===== config.mk =====
export PLATFORM = sky130hd
export DESIGN_NAME = opcode_translator_flat
export DESIGN_NICKNAME = d
export VERILOG_FILES = /design/src/rtl/opcode_translator_pkg.sv /design/src/rtl/opcode_translator_if.sv /design/src/rtl/opcode_translator_rom.sv /design/src/rtl/opcode_translator.sv /design/src/flat_wrapper.sv
export SDC_FILE = /design/constraint.sdc
export NUM_CORES = 1
export LEC_CHECK = 0
export BUFFER_PORTS_ARGS = -buffer_cell sky130_fd_sc_hd__buf_2
export CAP_MARGIN = 10
export CORE_MARGIN = 1
export CORE_UTILIZATION = 60
export DETAILED_ROUTE_END_ITERATION = 6
export PLACE_DENSITY_LB_ADDON = 0.25
export SLEW_MARGIN = 40
export SYNTH_ARGS = -nofsm -noshare
export SYNTH_HDL_FRONTEND = slang
export SYNTH_SLANG_ARGS = --single-unit

===== constraint.sdc =====
create_clock -name clk -period 3.7 [get_ports clk]
set_clock_uncertainty 0.1 [all_clocks]
set_input_delay 0 -clock clk [delete_from_list [all_inputs] [get_ports clk]]
set_output_delay 0 -clock clk [all_outputs]
set_load 0.02 [all_outputs]

===== src/rtl/opcode_translator_pkg.sv =====
// rtl/opcode_translator_pkg.sv - ie_defs: shared encodings for the IE front end
// Purpose: simple_op codes, ALU ops, store/reg-load flag encodings, translator
//          FSM states and the translated bundle struct. Imported by every file
//          of the opcode translator.
// Ports:   none (package)
package ie_defs;

  // simple_op codes
  localparam logic [7:0] OP_ADC = 8'h00, OP_AND = 8'h01, OP_ASL = 8'h02, OP_BCC = 8'h03;
  localparam logic [7:0] OP_BCS = 8'h04, OP_BEQ = 8'h05, OP_BIT = 8'h06, OP_BMI = 8'h07;
  localparam logic [7:0] OP_BNE = 8'h08, OP_BPL = 8'h09, OP_BRK = 8'h0A, OP_BVC = 8'h0B;
  localparam logic [7:0] OP_BVS = 8'h0C, OP_CLC = 8'h0D, OP_CLD = 8'h0E, OP_CLI = 8'h0F;
  localparam logic [7:0] OP_CLV = 8'h10, OP_CMP = 8'h11, OP_CPX = 8'h12, OP_CPY = 8'h13;
  localparam logic [7:0] OP_DEC = 8'h14, OP_DEX = 8'h15, OP_DEY = 8'h16, OP_EOR = 8'h17;
  localparam logic [7:0] OP_INC = 8'h18, OP_INX = 8'h19, OP_INY = 8'h1A, OP_JMP = 8'h1B;
  localparam logic [7:0] OP_JSR = 8'h1C, OP_LDA = 8'h1D, OP_LDX = 8'h1E, OP_LDY = 8'h1F;
  localparam logic [7:0] OP_LSR = 8'h20, OP_ORA = 8'h21, OP_NOP = 8'h22, OP_PHA = 8'h23;
  localparam logic [7:0] OP_PHP = 8'h24, OP_PLA = 8'h25, OP_PLP = 8'h26, OP_ROL = 8'h27;
  localparam logic [7:0] OP_ROR = 8'h28, OP_RTI = 8'h29, OP_RTS = 8'h2A, OP_SBC = 8'h2B;
  localparam logic [7:0] OP_SEC = 8'h2C, OP_SED = 8'h2D, OP_SEI = 8'h2E, OP_STA = 8'h2F;
  localparam logic [7:0] OP_STX = 8'h30, OP_STY = 8'h31, OP_TAX = 8'h32, OP_TAY = 8'h33;
  localparam logic [7:0] OP_TSX = 8'h34, OP_TXA = 8'h35, OP_TXS = 8'h36, OP_TYA = 8'h37;

  // ALU operations
  localparam logic [3:0] ALU_NONE = 4'h0, ALU_ADD = 4'h1, ALU_SUB = 4'h2, ALU_AND = 4'h3;
  localparam logic [3:0] ALU_OR   = 4'h4, ALU_XOR = 4'h5, ALU_SHL = 4'h6, ALU_SHR = 4'h7;
  localparam logic [3:0] ALU_ROL  = 4'h8, ALU_ROR = 4'h9, ALU_INC = 4'hA, ALU_DEC = 4'hB;
  localparam logic [3:0] ALU_CMP  = 4'hC, ALU_BIT = 4'hD, ALU_PASS = 4'hE;

  // Destination of the result
  localparam logic [2:0] STORE_NONE = 3'b000, STORE_MEM = 3'b001, STORE_A = 3'b010;
  localparam logic [2:0] STORE_X    = 3'b011, STORE_Y   = 3'b100, STORE_P = 3'b111;

  // Source register feeding the op
  localparam logic [1:0] RL_MEM = 2'b00, RL_A = 2'b01, RL_X = 2'b10, RL_Y = 2'b11;

  typedef enum logic [1:0] {
    S_OPC  = 2'd0,
    S_OPR1 = 2'd1,
    S_OPR2 = 2'd2,
    S_EMIT = 2'd3
  } state_t;

  typedef struct packed {
    logic [7:0] simple_op;
    logic       mem_load_flag;
    logic [2:0] store_flag;
    logic [1:0] reg_load_flag;
    logic [3:0] alu_op;
    logic       immediate_flag;
  } bundle_t;

  // Control-flow ops carry an address/offset operand, never a memory load.
  function automatic logic is_flow_op(input logic [7:0] op);
    return op inside {OP_BCC, OP_BCS, OP_BEQ, OP_BMI, OP_BNE, OP_BPL, OP_BVC, OP_BVS,
                      OP_JMP, OP_JSR, OP_BRK, OP_RTI, OP_RTS};
  endfunction

endpackage


===== src/rtl/opcode_translator_if.sv =====
// rtl/opcode_translator_if.sv - byte stream, flush and instruction bundle bus
// Purpose: groups the fetch byte stream, flush control and the IE bundle.
// Ports (signals): byte_in/byte_valid/byte_ready, flush/flush_pc,
//   inst_valid/inst_ready, simple_op, mem_load_flag, store_flag,
//   reg_load_flag, alu_op, immediate_flag, operand, inst_pc, illegal_op.
// Modports: master = fetch/IE side, slave = translator.
interface opcode_translator_if #(parameter int PC_W = 16);
  logic [7:0]      byte_in;
  logic            byte_valid;
  logic            byte_ready;
  logic            flush;
  logic [PC_W-1:0] flush_pc;
  logic            inst_valid;
  logic            inst_ready;
  logic [7:0]      simple_op;
  logic            mem_load_flag;
  logic [2:0]      store_flag;
  logic [1:0]      reg_load_flag;
  logic [3:0]      alu_op;
  logic            immediate_flag;
  logic [15:0]     operand;
  logic [PC_W-1:0] inst_pc;
  logic            illegal_op;

  modport master (
    output byte_in, byte_valid, flush, flush_pc, inst_ready,
    input  byte_ready, inst_valid, simple_op, mem_load_flag, store_flag,
           reg_load_flag, alu_op, immediate_flag, operand, inst_pc, illegal_op
  );

  modport slave (
    input  byte_in, byte_valid, flush, flush_pc, inst_ready,
    output byte_ready, inst_valid, simple_op, mem_load_flag, store_flag,
           reg_load_flag, alu_op, immediate_flag, operand, inst_pc, illegal_op
  );
endinterface


===== src/rtl/opcode_translator_rom.sv =====
// rtl/opcode_translator_rom.sv - combinational 6502 opcode lookup
// Purpose: maps an opcode byte to {valid_op, len, bundle}. Undocumented
//          opcodes give valid_op=0, len=1 and a flag-free NOP bundle.
// Ports: opcode (in 8), valid_op (out 1), len (out 2), bundle (out bundle_t)
module opcode_rom
  import ie_defs::*;
(
  input  logic [7:0] opcode,
  output logic       valid_op,
  output logic [1:0] len,
  output bundle_t    bundle
);

  // 6502 opcodes are aaabbbcc: bbb selects the addressing mode within a cc group
  logic [2:0] bbb;
  logic [1:0] cc;
  assign bbb = opcode[4:2];
  assign cc  = opcode[1:0];

  logic [7:0] op;
  logic [3:0] alu;
  logic [2:0] st;
  logic [1:0] rl;
  logic       shift, imm;

  always_comb begin
    op = OP_NOP; alu = ALU_NONE; st = STORE_NONE; rl = RL_MEM;
    valid_op = 1'b1; shift = 1'b0; len = 2'd1; imm = 1'b0;
    case (opcode)
      8'h69, 8'h65, 8'h75, 8'h6D, 8'h7D, 8'h79, 8'h61, 8'h71: begin op = OP_ADC; alu = ALU_ADD; st = STORE_A; rl = RL_A; end
      8'hE9, 8'hE5, 8'hF5, 8'hED, 8'hFD, 8'hF9, 8'hE1, 8'hF1: begin op = OP_SBC; alu = ALU_SUB; st = STORE_A; rl = RL_A; end
      8'h29, 8'h25, 8'h35, 8'h2D, 8'h3D, 8'h39, 8'h21, 8'h31: begin op = OP_AND; alu = ALU_AND; st = STORE_A; rl = RL_A; end
      8'h09, 8'h05, 8'h15, 8'h0D, 8'h1D, 8'h19, 8'h01, 8'h11: begin op = OP_ORA; alu = ALU_OR;  st = STORE_A; rl = RL_A; end
      8'h49, 8'h45, 8'h55, 8'h4D, 8'h5D, 8'h59, 8'h41, 8'h51: begin op = OP_EOR; alu = ALU_XOR; st = STORE_A; rl = RL_A; end
      8'hC9, 8'hC5, 8'hD5, 8'hCD, 8'hDD, 8'hD9, 8'hC1, 8'hD1: begin op = OP_CMP; alu = ALU_CMP; st = STORE_P; rl = RL_A; end
      8'hA9, 8'hA5, 8'hB5, 8'hAD, 8'hBD, 8'hB9, 8'hA1, 8'hB1: begin op = OP_LDA; alu = ALU_PASS; st = STORE_A; end
      8'h85, 8'h95, 8'h8D, 8'h9D, 8'h99, 8'h81, 8'h91:        begin op = OP_STA; st = STORE_MEM; rl = RL_A; end
      8'hA2, 8'hA6, 8'hB6, 8'hAE, 8'hBE: begin op = OP_LDX; alu = ALU_PASS; st = STORE_X; end
      8'hA0, 8'hA4, 8'hB4, 8'hAC, 8'hBC: begin op = OP_LDY; alu = ALU_PASS; st = STORE_Y; end
      8'h86, 8'h96, 8'h8E: begin op = OP_STX; st = STORE_MEM; rl = RL_X; end
      8'h84, 8'h94, 8'h8C: begin op = OP_STY; st = STORE_MEM; rl = RL_Y; end
      8'hE0, 8'hE4, 8'hEC: begin op = OP_CPX; alu = ALU_CMP; st = STORE_P; rl = RL_X; end
      8'hC0, 8'hC4, 8'hCC: begin op = OP_CPY; alu = ALU_CMP; st = STORE_P; rl = RL_Y; end
      8'h24, 8'h2C:        begin op = OP_BIT; alu = ALU_BIT; st = STORE_P; rl = RL_A; end
      8'h0A, 8'h06, 8'h16, 8'h0E, 8'h1E: begin op = OP_ASL; alu = ALU_SHL; shift = 1'b1; end
      8'h4A, 8'h46, 8'h56, 8'h4E, 8'h5E: begin op = OP_LSR; alu = ALU_SHR; shift = 1'b1; end
      8'h2A, 8'h26, 8'h36, 8'h2E, 8'h3E: begin op = OP_ROL; alu = ALU_ROL; shift = 1'b1; end
      8'h6A, 8'h66, 8'h76, 8'h6E, 8'h7E: begin op = OP_ROR; alu = ALU_ROR; shift = 1'b1; end
      8'hE6, 8'hF6, 8'hEE, 8'hFE: begin op = OP_INC; alu = ALU_INC; st = STORE_MEM; end
      8'hC6, 8'hD6, 8'hCE, 8'hDE: begin op = OP_DEC; alu = ALU_DEC; st = STORE_MEM; end
      8'hE8: begin op = OP_INX; alu = ALU_INC;  st = STORE_X; rl = RL_X; end
      8'hCA: begin op = OP_DEX; alu = ALU_DEC;  st = STORE_X; rl = RL_X; end
      8'hC8: begin op = OP_INY; alu = ALU_INC;  st = STORE_Y; rl = RL_Y; end
      8'h88: begin op = OP_DEY; alu = ALU_DEC;  st = STORE_Y; rl = RL_Y; end
      8'hAA: begin op = OP_TAX; alu = ALU_PASS; st = STORE_X; rl = RL_A; end
      8'hA8: begin op = OP_TAY; alu = ALU_PASS; st = STORE_Y; rl = RL_A; end
      8'h8A: begin op = OP_TXA; alu = ALU_PASS; st = STORE_A; rl = RL_X; end
      8'h98: begin op = OP_TYA; alu = ALU_PASS; st = STORE_A; rl = RL_Y; end
      8'hBA: begin op = OP_TSX; alu = ALU_PASS; st = STORE_X; end
      8'h9A: begin op = OP_TXS; alu = ALU_PASS; rl = RL_X; end
      8'h48: begin op = OP_PHA; st = STORE_MEM; rl = RL_A; end
      8'h08: begin op = OP_PHP; st = STORE_MEM; end
      8'h68: begin op = OP_PLA; alu = ALU_PASS; st = STORE_A; end
      8'h28: begin op = OP_PLP; st = STORE_P; end
      8'h90: op = OP_BCC;  8'hB0: op = OP_BCS;  8'hF0: op = OP_BEQ;  8'h30: op = OP_BMI;
      8'hD0: op = OP_BNE;  8'h10: op = OP_BPL;  8'h50: op = OP_BVC;  8'h70: op = OP_BVS;
      8'h4C, 8'h6C: op = OP_JMP;
      8'h20: op = OP_JSR;  8'h60: op = OP_RTS;  8'h40: op = OP_RTI;  8'h00: op = OP_BRK;
      8'h18: begin op = OP_CLC; st = STORE_P; end
      8'hD8: begin op = OP_CLD; st = STORE_P; end
      8'h58: begin op = OP_CLI; st = STORE_P; end
      8'hB8: begin op = OP_CLV; st = STORE_P; end
      8'h38: begin op = OP_SEC; st = STORE_P; end
      8'hF8: begin op = OP_SED; st = STORE_P; end
      8'h78: begin op = OP_SEI; st = STORE_P; end
      8'hEA: op = OP_NOP;
      default: valid_op = 1'b0;
    endcase

    // Shifts/rotates work on A in accumulator mode (bbb=010), otherwise read-modify-write
    if (shift && bbb == 3'b010) begin
      st = STORE_A; rl = RL_A;
    end else if (shift) begin
      st = STORE_MEM; rl = RL_MEM;
    end

    if (valid_op) begin
      if (cc == 2'b01) begin
        len = (bbb == 3'b011 || bbb[2:1] == 2'b11) ? 2'd3 : 2'd2;
        imm = (bbb == 3'b010);
      end else begin
        case (bbb)
          // row 0: BRK/RTI/RTS implied, JSR absolute, A0/C0/E0/A2 immediate
          3'b000:  begin
            len = (opcode == 8'h20) ? 2'd3 : (opcode[7] ? 2'd2 : 2'd1);
            imm = opcode[7];
          end
          3'b010, 3'b110: len = 2'd1;
          3'b011, 3'b111: len = 2'd3;
          default:        len = 2'd2;
        endcase
      end
    end

    bundle.simple_op      = op;
    bundle.mem_load_flag  = valid_op && !imm && (len != 2'd1) && !is_flow_op(op) &&
                            !(op inside {OP_STA, OP_STX, OP_STY});
    bundle.store_flag     = st;
    bundle.reg_load_flag  = rl;
    bundle.alu_op         = alu;
    bundle.immediate_flag = imm;
  end

endmodule


===== src/rtl/opcode_translator.sv =====
// rtl/opcode_translator.sv - assembles 6502 instructions and emits translated bundles
// Purpose: collects opcode + 0..2 operand bytes, translates via opcode_rom and
//          holds one registered bundle for IE over a valid/ready handshake.
// Ports: clk, reset_n (async active-low), bus (opcode_translator_if.slave):
//        byte stream in, flush/flush_pc, bundle out with inst_valid/inst_ready.
// Config: ILLEGAL_OP_TRAP_EN - when defined, undocumented opcodes set a sticky
//         illegal_op (cleared by reset or flush); otherwise illegal_op is 0.
module opcode_translator
  import ie_defs::*;
#(
  parameter int              PC_W     = 16,
  parameter logic [PC_W-1:0] RESET_PC = '0
) (
  input logic                clk,
  input logic                reset_n,
  opcode_translator_if.slave bus
);

  state_t          state, state_nxt;
  logic [PC_W-1:0] pc, inst_pc_q;
  bundle_t         bundle_q, rom_bundle;
  logic [15:0]     operand_q;
  logic [1:0]      len_q, rom_len;
  logic            rom_valid;
  logic            byte_ready, byte_fire, opc_fire, inst_fire;

  opcode_rom u_rom (
    .opcode   (bus.byte_in),
    .valid_op (rom_valid),
    .len      (rom_len),
    .bundle   (rom_bundle)
  );

  // A new opcode may enter in the same cycle the held bundle is taken.
  assign byte_ready = !bus.flush && ((state != S_EMIT) || bus.inst_ready);
  assign byte_fire  = bus.byte_valid && byte_ready;
  assign opc_fire   = byte_fire && (state == S_OPC || state == S_EMIT);
  assign inst_fire  = (state == S_EMIT) && bus.inst_ready;

  always_comb begin
    state_nxt = state;
    if (bus.flush) begin
      state_nxt = S_OPC;
    end else begin
      case (state)
        S_OPC, S_EMIT: begin
          if (opc_fire)       state_nxt = (rom_len == 2'd1) ? S_EMIT : S_OPR1;
          else if (inst_fire) state_nxt = S_OPC;
        end
        S_OPR1:  if (byte_fire) state_nxt = (len_q == 2'd2) ? S_EMIT : S_OPR2;
        S_OPR2:  if (byte_fire) state_nxt = S_EMIT;
        default: state_nxt = S_OPC;
      endcase
    end
  end

  always_ff @(posedge clk or negedge reset_n) begin
    if (!reset_n) state <= S_OPC;
    else          state <= state_nxt;
  end

  always_ff @(posedge clk or negedge reset_n) begin
    if (!reset_n) begin
      pc        <= RESET_PC;
      inst_pc_q <= '0;
      bundle_q  <= '0;
      operand_q <= '0;
      len_q     <= 2'd1;
    end else if (bus.flush) begin
      pc <= bus.flush_pc;
    end else begin
      if (byte_fire) pc <= pc + 1'b1;
      if (opc_fire) begin
        bundle_q  <= rom_bundle;
        len_q     <= rom_len;
        inst_pc_q <= pc;
        operand_q <= '0;
      end else if (byte_fire && state == S_OPR1) begin
        operand_q[7:0] <= bus.byte_in;
      end else if (byte_fire && state == S_OPR2) begin
        operand_q[15:8] <= bus.byte_in;
      end
    end
  end

`ifdef ILLEGAL_OP_TRAP_EN
  logic illegal_q;
  // Set with the opcode accept so it appears together with the NOP bundle.
  always_ff @(posedge clk or negedge reset_n) begin
    if (!reset_n)                   illegal_q <= 1'b0;
    else if (bus.flush)             illegal_q <= 1'b0;
    else if (opc_fire && !rom_valid) illegal_q <= 1'b1;
  end
  assign bus.illegal_op = illegal_q;
`else
  logic unused_rom_valid;
  assign unused_rom_valid = rom_valid;
  assign bus.illegal_op   = 1'b0;
`endif

  assign bus.byte_ready     = byte_ready;
  assign bus.inst_valid     = (state == S_EMIT);
  assign bus.simple_op      = bundle_q.simple_op;
  assign bus.mem_load_flag  = bundle_q.mem_load_flag;
  assign bus.store_flag     = bundle_q.store_flag;
  assign bus.reg_load_flag  = bundle_q.reg_load_flag;
  assign bus.alu_op         = bundle_q.alu_op;
  assign bus.immediate_flag = bundle_q.immediate_flag;
  assign bus.operand        = operand_q;
  assign bus.inst_pc        = inst_pc_q;

endmodule


===== src/flat_wrapper.sv =====
// flat-port wrapper written by rule: the top's interface ports become plain ports
module opcode_translator_flat import ie_defs::*;
#(
  parameter int              PC_W     = 16,
  parameter logic [PC_W-1:0] RESET_PC = '0
)
  (clk, reset_n, bus_byte_in, bus_byte_valid, bus_flush, bus_flush_pc, bus_inst_ready, bus_byte_ready, bus_inst_valid, bus_simple_op, bus_mem_load_flag, bus_store_flag, bus_reg_load_flag, bus_alu_op, bus_immediate_flag, bus_operand, bus_inst_pc, bus_illegal_op);
  opcode_translator_if #(.PC_W(PC_W)) bus_i ();
  input logic clk;
  input logic reset_n;
  input wire logic [$bits(bus_i.byte_in)-1:0] bus_byte_in;
  input wire logic [$bits(bus_i.byte_valid)-1:0] bus_byte_valid;
  input wire logic [$bits(bus_i.flush)-1:0] bus_flush;
  input wire logic [$bits(bus_i.flush_pc)-1:0] bus_flush_pc;
  input wire logic [$bits(bus_i.inst_ready)-1:0] bus_inst_ready;
  output wire logic [$bits(bus_i.byte_ready)-1:0] bus_byte_ready;
  output wire logic [$bits(bus_i.inst_valid)-1:0] bus_inst_valid;
  output wire logic [$bits(bus_i.simple_op)-1:0] bus_simple_op;
  output wire logic [$bits(bus_i.mem_load_flag)-1:0] bus_mem_load_flag;
  output wire logic [$bits(bus_i.store_flag)-1:0] bus_store_flag;
  output wire logic [$bits(bus_i.reg_load_flag)-1:0] bus_reg_load_flag;
  output wire logic [$bits(bus_i.alu_op)-1:0] bus_alu_op;
  output wire logic [$bits(bus_i.immediate_flag)-1:0] bus_immediate_flag;
  output wire logic [$bits(bus_i.operand)-1:0] bus_operand;
  output wire logic [$bits(bus_i.inst_pc)-1:0] bus_inst_pc;
  output wire logic [$bits(bus_i.illegal_op)-1:0] bus_illegal_op;
  assign bus_i.byte_in = bus_byte_in;
  assign bus_i.byte_valid = bus_byte_valid;
  assign bus_i.flush = bus_flush;
  assign bus_i.flush_pc = bus_flush_pc;
  assign bus_i.inst_ready = bus_inst_ready;
  assign bus_byte_ready = bus_i.byte_ready;
  assign bus_inst_valid = bus_i.inst_valid;
  assign bus_simple_op = bus_i.simple_op;
  assign bus_mem_load_flag = bus_i.mem_load_flag;
  assign bus_store_flag = bus_i.store_flag;
  assign bus_reg_load_flag = bus_i.reg_load_flag;
  assign bus_alu_op = bus_i.alu_op;
  assign bus_immediate_flag = bus_i.immediate_flag;
  assign bus_operand = bus_i.operand;
  assign bus_inst_pc = bus_i.inst_pc;
  assign bus_illegal_op = bus_i.illegal_op;
  opcode_translator #(.PC_W(PC_W), .RESET_PC(RESET_PC)) u_core (.clk(clk), .reset_n(reset_n), .bus(bus_i));
endmodule

# Yosys cells after proc, flatten, opt, wreduce, memory -nomap -nowiden
# Index checks and enable logic that the tools add are counted.
# Widths: inputs -> output; s select.
[word_totals]
regBits = 71
input_bits = 29
out_inout_bits = 54
elab_cells = 299
[op_classes]
add_sub_neg = 1
n_eq_ne = 183
n_mux = 33
n_bitwise = 1
n_reduce_logical = 69
[ops]
columns = ["operator", "count"]
rows = [
  ["$eq 8x8->1 const B", 79],
  ["$pmux 6 s55", 1],
  ["$eq 8x7->1 const B", 36],
  ["$eq 8x6->1 const B", 24],
  ["$reduce_or 151->1", 1],
  ["$eq 8x4->1 const B", 10],
  ["$eq 8x5->1 const B", 10],
  ["$reduce_or 8->1", 8],
  ["$reduce_or 60->1", 1],
  ["$pmux 4 s14", 1],
  ["$reduce_or 51->1", 1],
  ["$mux 16", 3],
  ["$eq 8x3->1 const B", 5],
  ["$reduce_or 5->1", 6],
  ["$reduce_or 25->1", 1],
  ["$mux 2", 12],
  ["$mux 8", 3],
  ["$reduce_or 24->1", 1],
  ["$reduce_or 23->1", 1],
  ["$reduce_or 20->1", 1],
  ["$pmux 2 s3", 3],
  ["$reduce_or 9->1", 2],
  ["$add 16x1->16 const B", 1],
  ["$pmux 3 s5", 1],
  ["31 further kinds", 75],
]

# Logic depth before layout (Yosys ltp)
[logic_depth]
ltp_word = 10
mapped_depth = 12
ltp_nobuf = 8

# Modules after synthesis
# Synthesis repeated with hierarchy kept, for this count alone.
[unflattened]
hier_cells = 549
hier_area_um2 = 5004.8
[by_module_without_submodules]
columns = ["module", "n_inst", "cells_each", "area_each_um2", "seq_area_each_um2"]
rows = [
  ["opcode_translator", 1, 262, 3194.3, 1778.0],
  ["opcode_rom", 1, 287, 1810.5, 0.0],
]

# Worst setup path after synthesis
# No wires, ideal clock.
[synth_timing]
path_kind = "register to register"
from = "reg u_core.state[0]"
to = "reg u_core.operand_q[10], in the netlist u_core.bus.operand[10]"
setup_ns = 0.067
arrival_ns = 2.292
required_ns = 3.533
path_slack_ns = 1.241
stages_incl_launch_ff = 8
path_buffers = 1
synth_period_minus_slack_ns = 2.459
path_cell_list = "dfrtp_1 -> ha_1 -> a21oi_1 -> and2_1 -> clkbuf_1 -> o21ai_1 -> nor2_1 -> a22o_1"
[synth_via]
word_cells_on_any_way = 16
classes_between = "eq/ne (5); mux (1); reduce/logical (10)"
[synth_lines]
columns = ["item", "line", "source"]
rows = [
  ["start: declaration", "opcode_translator.sv:19", "state_t state, state_nxt;"],
  ["start signal: assignment", "opcode_translator.sv:59", "else state <= state_nxt;"],
  ["$eq 2x2->1 (*)", "--", ""],
  ["via bus_inst_valid", "flat_wrapper.sv:17", "output wire logic [$bits(bus_i.inst_valid)-1:0] bus_inst_valid;"],
  ["$logic_or 1x1->1 (*)", "opcode_translator.sv:37", "assign opc_fire = byte_fire && (state == S_OPC || state == S_EMIT);"],
  ["$logic_and 1x1->1 (*)", "opcode_translator.sv:37", ""],
  ["$ne 2x1->1 (no source line) / $reduce_bool 2->1 (equally long branches)", "--", ""],
  ["$reduce_and 3->1 (no source line)", "--", ""],
  ["end signal: assignment", "opcode_translator.sv:81", "operand_q[15:8] <= bus.byte_in;"],
  ["end: declaration", "opcode_translator.sv:22", "logic [15:0] operand_q;"],
]
# Mark *: on every way through the listed nets, which the timed path passes. The rest lies on a longest branch.
# A chain may end at the register's enable or synchronous reset.

# Final worst setup path
[layout_timing]
from = "in bus_byte_in[5]"
to = "reg u_core.state[1]"
[layout_via]
elab_chain_cells = 10
word_cells_on_any_way = 162
classes_between = "eq/ne (151); mux (9); reduce/logical (2)"
[layout_lines]
columns = ["item", "line", "source"]
rows = [
  ["start: declaration", "flat_wrapper.sv:11", "input wire logic [$bits(bus_i.byte_in)-1:0] bus_byte_in;"],
  ["parallel branches: the longest is 4 deep, another holds $reduce_or 151->1", "--", ""],
  ["$mux 2 (*)", "opcode_translator_rom.sv:87", "if (valid_op) begin"],
  ["$eq 2x1->1 (*)", "opcode_translator.sv:47", "if (opc_fire) state_nxt = (rom_len == 2'd1) ? S_EMIT : S_OPR1;"],
  ["$mux 2 (*) (2 in a row)", "opcode_translator.sv:47", ""],
  ["$pmux 2 s3 (*)", "opcode_translator.sv:45", "case (state)"],
  ["$mux 2 (*)", "opcode_translator.sv:42", "if (bus.flush) begin"],
]
# Mark *: on every way between the ends.

==> summary.md <==
| Metric | Value |
|---|---|
| Status | finished with violations |
| Failing checks | design-rule violations |
| Fmax | roughly 330 MHz |
| Area share of the largest cell type after synthesis | 0.337 |
| Post-synth cell types | 78 |
| Tcrit/Tclk final | 0.812 |
| CTS tree | done |
| Via density | 6.98 |
| Async SR Flop Fraction | 1.00 |
| Synth Cell Area | 5040 um^2 |
| Post-synth top area cell | dfrtp_1 |
| Detailed placement HPWL | 12.3 mm |
| Via count | just under 6000 |
| Psw | around 1.4 mW |
| Peak VDD IR | 412 uV |
| Die Span X | ~94 um |
| Worst min-delay path class | in2async |
| DP Cell Count | between 700 and 800 |
| Seq/Total Area, Yosys | 0.343 |
| Post-synth EDFFs | 0 |
| Grt ovf | 0 |
| Crit end category | flop |
| Die area | between 8000 and 9000 um^2 |
| DRT Wirelength | about 18 mm |
| R2R Path End | u_core.bus.operand[15] |
| Reg clk slew, reported paths | ~0.080 ns |
| Routed Antenna Nets | 0 |
| P_leak | approximately 2.6 nW |
| Sequential group share of total power | 0.379 |
| RePlAce Congestion | about 1.1 |
| Internal power | roughly 1.8 mW |
| I/O Pins | just over 80 |
| Share of cells above drive strength 1 | 0.178 |
| Share of total power in combinational logic | 0.420 |
| Count of final hold-check violations | 0 |
| Worst slew margin | 0.464 |
| Setup TNS | 0 ns |
| # clock sinks | between 60 and 70 |
| Critical Path Source Type | primary input |
| Htree depth | 3 |
| 1st-pass router iterations | 7 |
| Total GRT Usage | 0.409 |
| Max clock buf depth | 2 |
| Worst r2r src | u_core.state[1] |
| Setup bufs post-CTS | 0 |
| Crit-path cells | buf_2 -> clkinv_1 -> a32oi_1 -> nor3_1 -> or4b_1 -> nor4b_1 -> nand2b_1 -> o21ai_0 -> a211oi_1 |
| CP required | a little under 4 ns |
| Main flop type after synthesis | dfrtp_1 |
| Unrepaired setup endpoints after global routing | false |
| Post-synth top cells | nand2_1 (122), dfrtp_1 (68), o21ai_0 (52), nor2_1 (34), a21oi_1 (31) |
| Syn. warnings | 0 |
| Fillers | ~630 |
| CP Data Arrival Time | about 3.2 ns |
| Antenna violations before repair | 0 |
| Clk root buf | clkbuf_8 |
| Die height | roughly 94 um |
| Crit Path Class | in2reg |
| Multi-input gate area | 2980 um^2 |
| Num CTS Buffers | 9 |
| Max cap viols | 0 |
| Slew Viols, Final | 0 |
| Final setup fails | 0 |
| Clk pwr share | 0.200 |
| Critical Path Fanout Max | 32 |
| Largest net degree at the start of global routing | 40 |
| # rows | 33 |
| Insertion delay to the later sink of the worst-skew pair | around 0.35 ns |
| Core footprint | between 8000 and 9000 um^2 |
| Final net count | ~750 |
| WL/cell | about 22 um |
| Worst-margin pin slew | roughly 0.8 ns |
| Critical-path top delay cell | nor4b_1 |
| Most frequent cell after synthesis | nand2_1 |
| Inserted Diodes | 0 |
| Synth-to-Final Area Change | 16.1% |
| Cell count after synthesis | 641 |
| Slowest stage delay, CP | roughly 0.69 ns |
| Initial core utilization | 0.617 |
| FF-to-FF setup slack | between 0.7 and 0.8 ns |
| Switching Share | 0.431 |
| Tmin final | 3.00 ns |
| Detailed Route Iter0 Violations | 841 |
| Sequential cell area | between 1500 and 2000 um^2 |
| First-pass GRT wire length | between 20 and 30 mm |
| Synthesized flop and latch total | 69 |
| Worst setup path start | bus_byte_in[5] |
| Top post-synthesis cells by area | dfrtp_1 (34%), nand2_1 (9.1%), o21ai_0 (5.2%) |
| PortBufs | 79 |
| Vias in the first global route | approximately 5200 |
| Pwr Total | roughly 3.2 mW |
| Cell Count, Final, Fillers Out | ~830 |
| Final hold slack | 0.0659 ns |
| Synth Area per Inst | 7.87 um^2 |
| Reg2Reg Depth | 6 |
| # DRC | 2 |
| Pwr dens | roughly 540 nW/um^2 |
[power by group through the flow]
stage | Sequential (mW) | Clock (mW) | Combinational, mW
after detailed placement | 1.21 | 0 | 1.29
after global routing | 1.23 | 0.676 | 1.43
final | 1.20 | 0.635 | 1.33
after CTS | 1.19 | 0.635 | 1.31
after floorplan | 1.48 | 0 | 0.553
after global placement | 1.19 | 0 | 1.26
[how the worst max path moves through the flow]
stage / endpoint / slack, ns / cells past startpoint
CTS: u_core.state[1] / 0.85 / 9
global route: u_core.state[1] / 0.52 / 9
global placement: u_core.state[1] / 0.59 / 9
finish: u_core.state[1] / 0.70 / 9
detailed placement: u_core.state[1] / 0.49 / 9
floorplan: u_core.bus.operand[10] / 1.24 / 7
[through the flow]
| step | setup slack [ns] | cell area (um^2) | util |
|---|---|---|---|
| after floorplan | 1.24 | 5050 | - |
| after global placement | 0.587 | 5480 | 0.670 |
| after detailed placement | 0.486 | 5480 | 0.670 |
| after CTS | 0.846 | 5850 | 0.716 |
| after global routing | 0.520 | 5860 | 0.716 |
| final | 0.696 | 5860 | 0.716 |
[critical path: cells and delay by family]
family	cells	cell delay (ns)
AO/OA/AOI/OAI	3	0.58
AND/OR/NAND/NOR	4	1.66
buffers and inverters	2	0.90
[routing by layer]
| layer | global-route usage | part of all wire | up-vias |
|---|---|---|---|
| met5 | 0 | 0 | - |
| met4 | 0.206 | 0.053 | 0 |
| met3 | 0.0987 | 0.12 | 117 |
| met2 | 0.605 | 0.44 | 497 |
| met1 | 0.553 | 0.39 | 2649 |
| li1 | - | - | 2514 |
[cells in the final DEF (no fill, tap or decap), drive strengths merged, types with 6 or more instances in the layout]
cell / instances
a21oi: 31
a221o: 12
a22o: 9
a31oi: 6
and2: 7
and3: 10
and3b: 6
buf: 103
clkbuf: 9
dfrtp: 68
dlygate4sd3: 18
inv: 13
nand2: 122
nand2b: 14
nand3: 22
nand4: 10
nor2: 34
nor2b: 22
nor3: 20
nor3b: 6
nor4: 6
nor4b: 8
o21ai: 54
[final cells by class]
type / count / share of cell area
sequential: 69 / 0.295
clock buffer: 9 / 0.0211
inverter: 12 / 0.00769
tap: 105 / 0.0224
timing repair buffer: 121 / 0.132
multi-input combinational: 505 / 0.510
clock inverter: 7 / 0.0126
[state kept, by name (all words and copies together) (netlist names)]
| register | count |
|---|---|
| u_core.bus.operand | 16 |
| u_core.bus.inst_pc | 16 |
| u_core.pc | 16 |
| u_core.bus.alu_op | 4 |
| u_core.bus.immediate_flag | 1 |
| u_core.state | 2 |
| u_core.bus.mem_load_flag | 1 |
| u_core.bus.store_flag | 3 |
| u_core.bus.simple_op | 6 |
| u_core.len_q | 2 |
| u_core.bus.reg_load_flag | 2 |
[kinds of logic after synthesis]
family,after synthesis,synth area share
xor+xnor,2,0.00347
buf+inv,69,0.0675
flops,69,0.343
other cells,1,0.000743
simple gates,310,0.316
compound gates,182,0.251
mux,4,0.00843
fa+ha+maj,4,0.00992
[timing repair]
action / in CTS / in global routing
gates resized for setup: 0 / 0
hold endpoints to repair: 56 / 0
hold buffers: 18 / 0
Note: power is estimated with default switching activity, not from simulation.
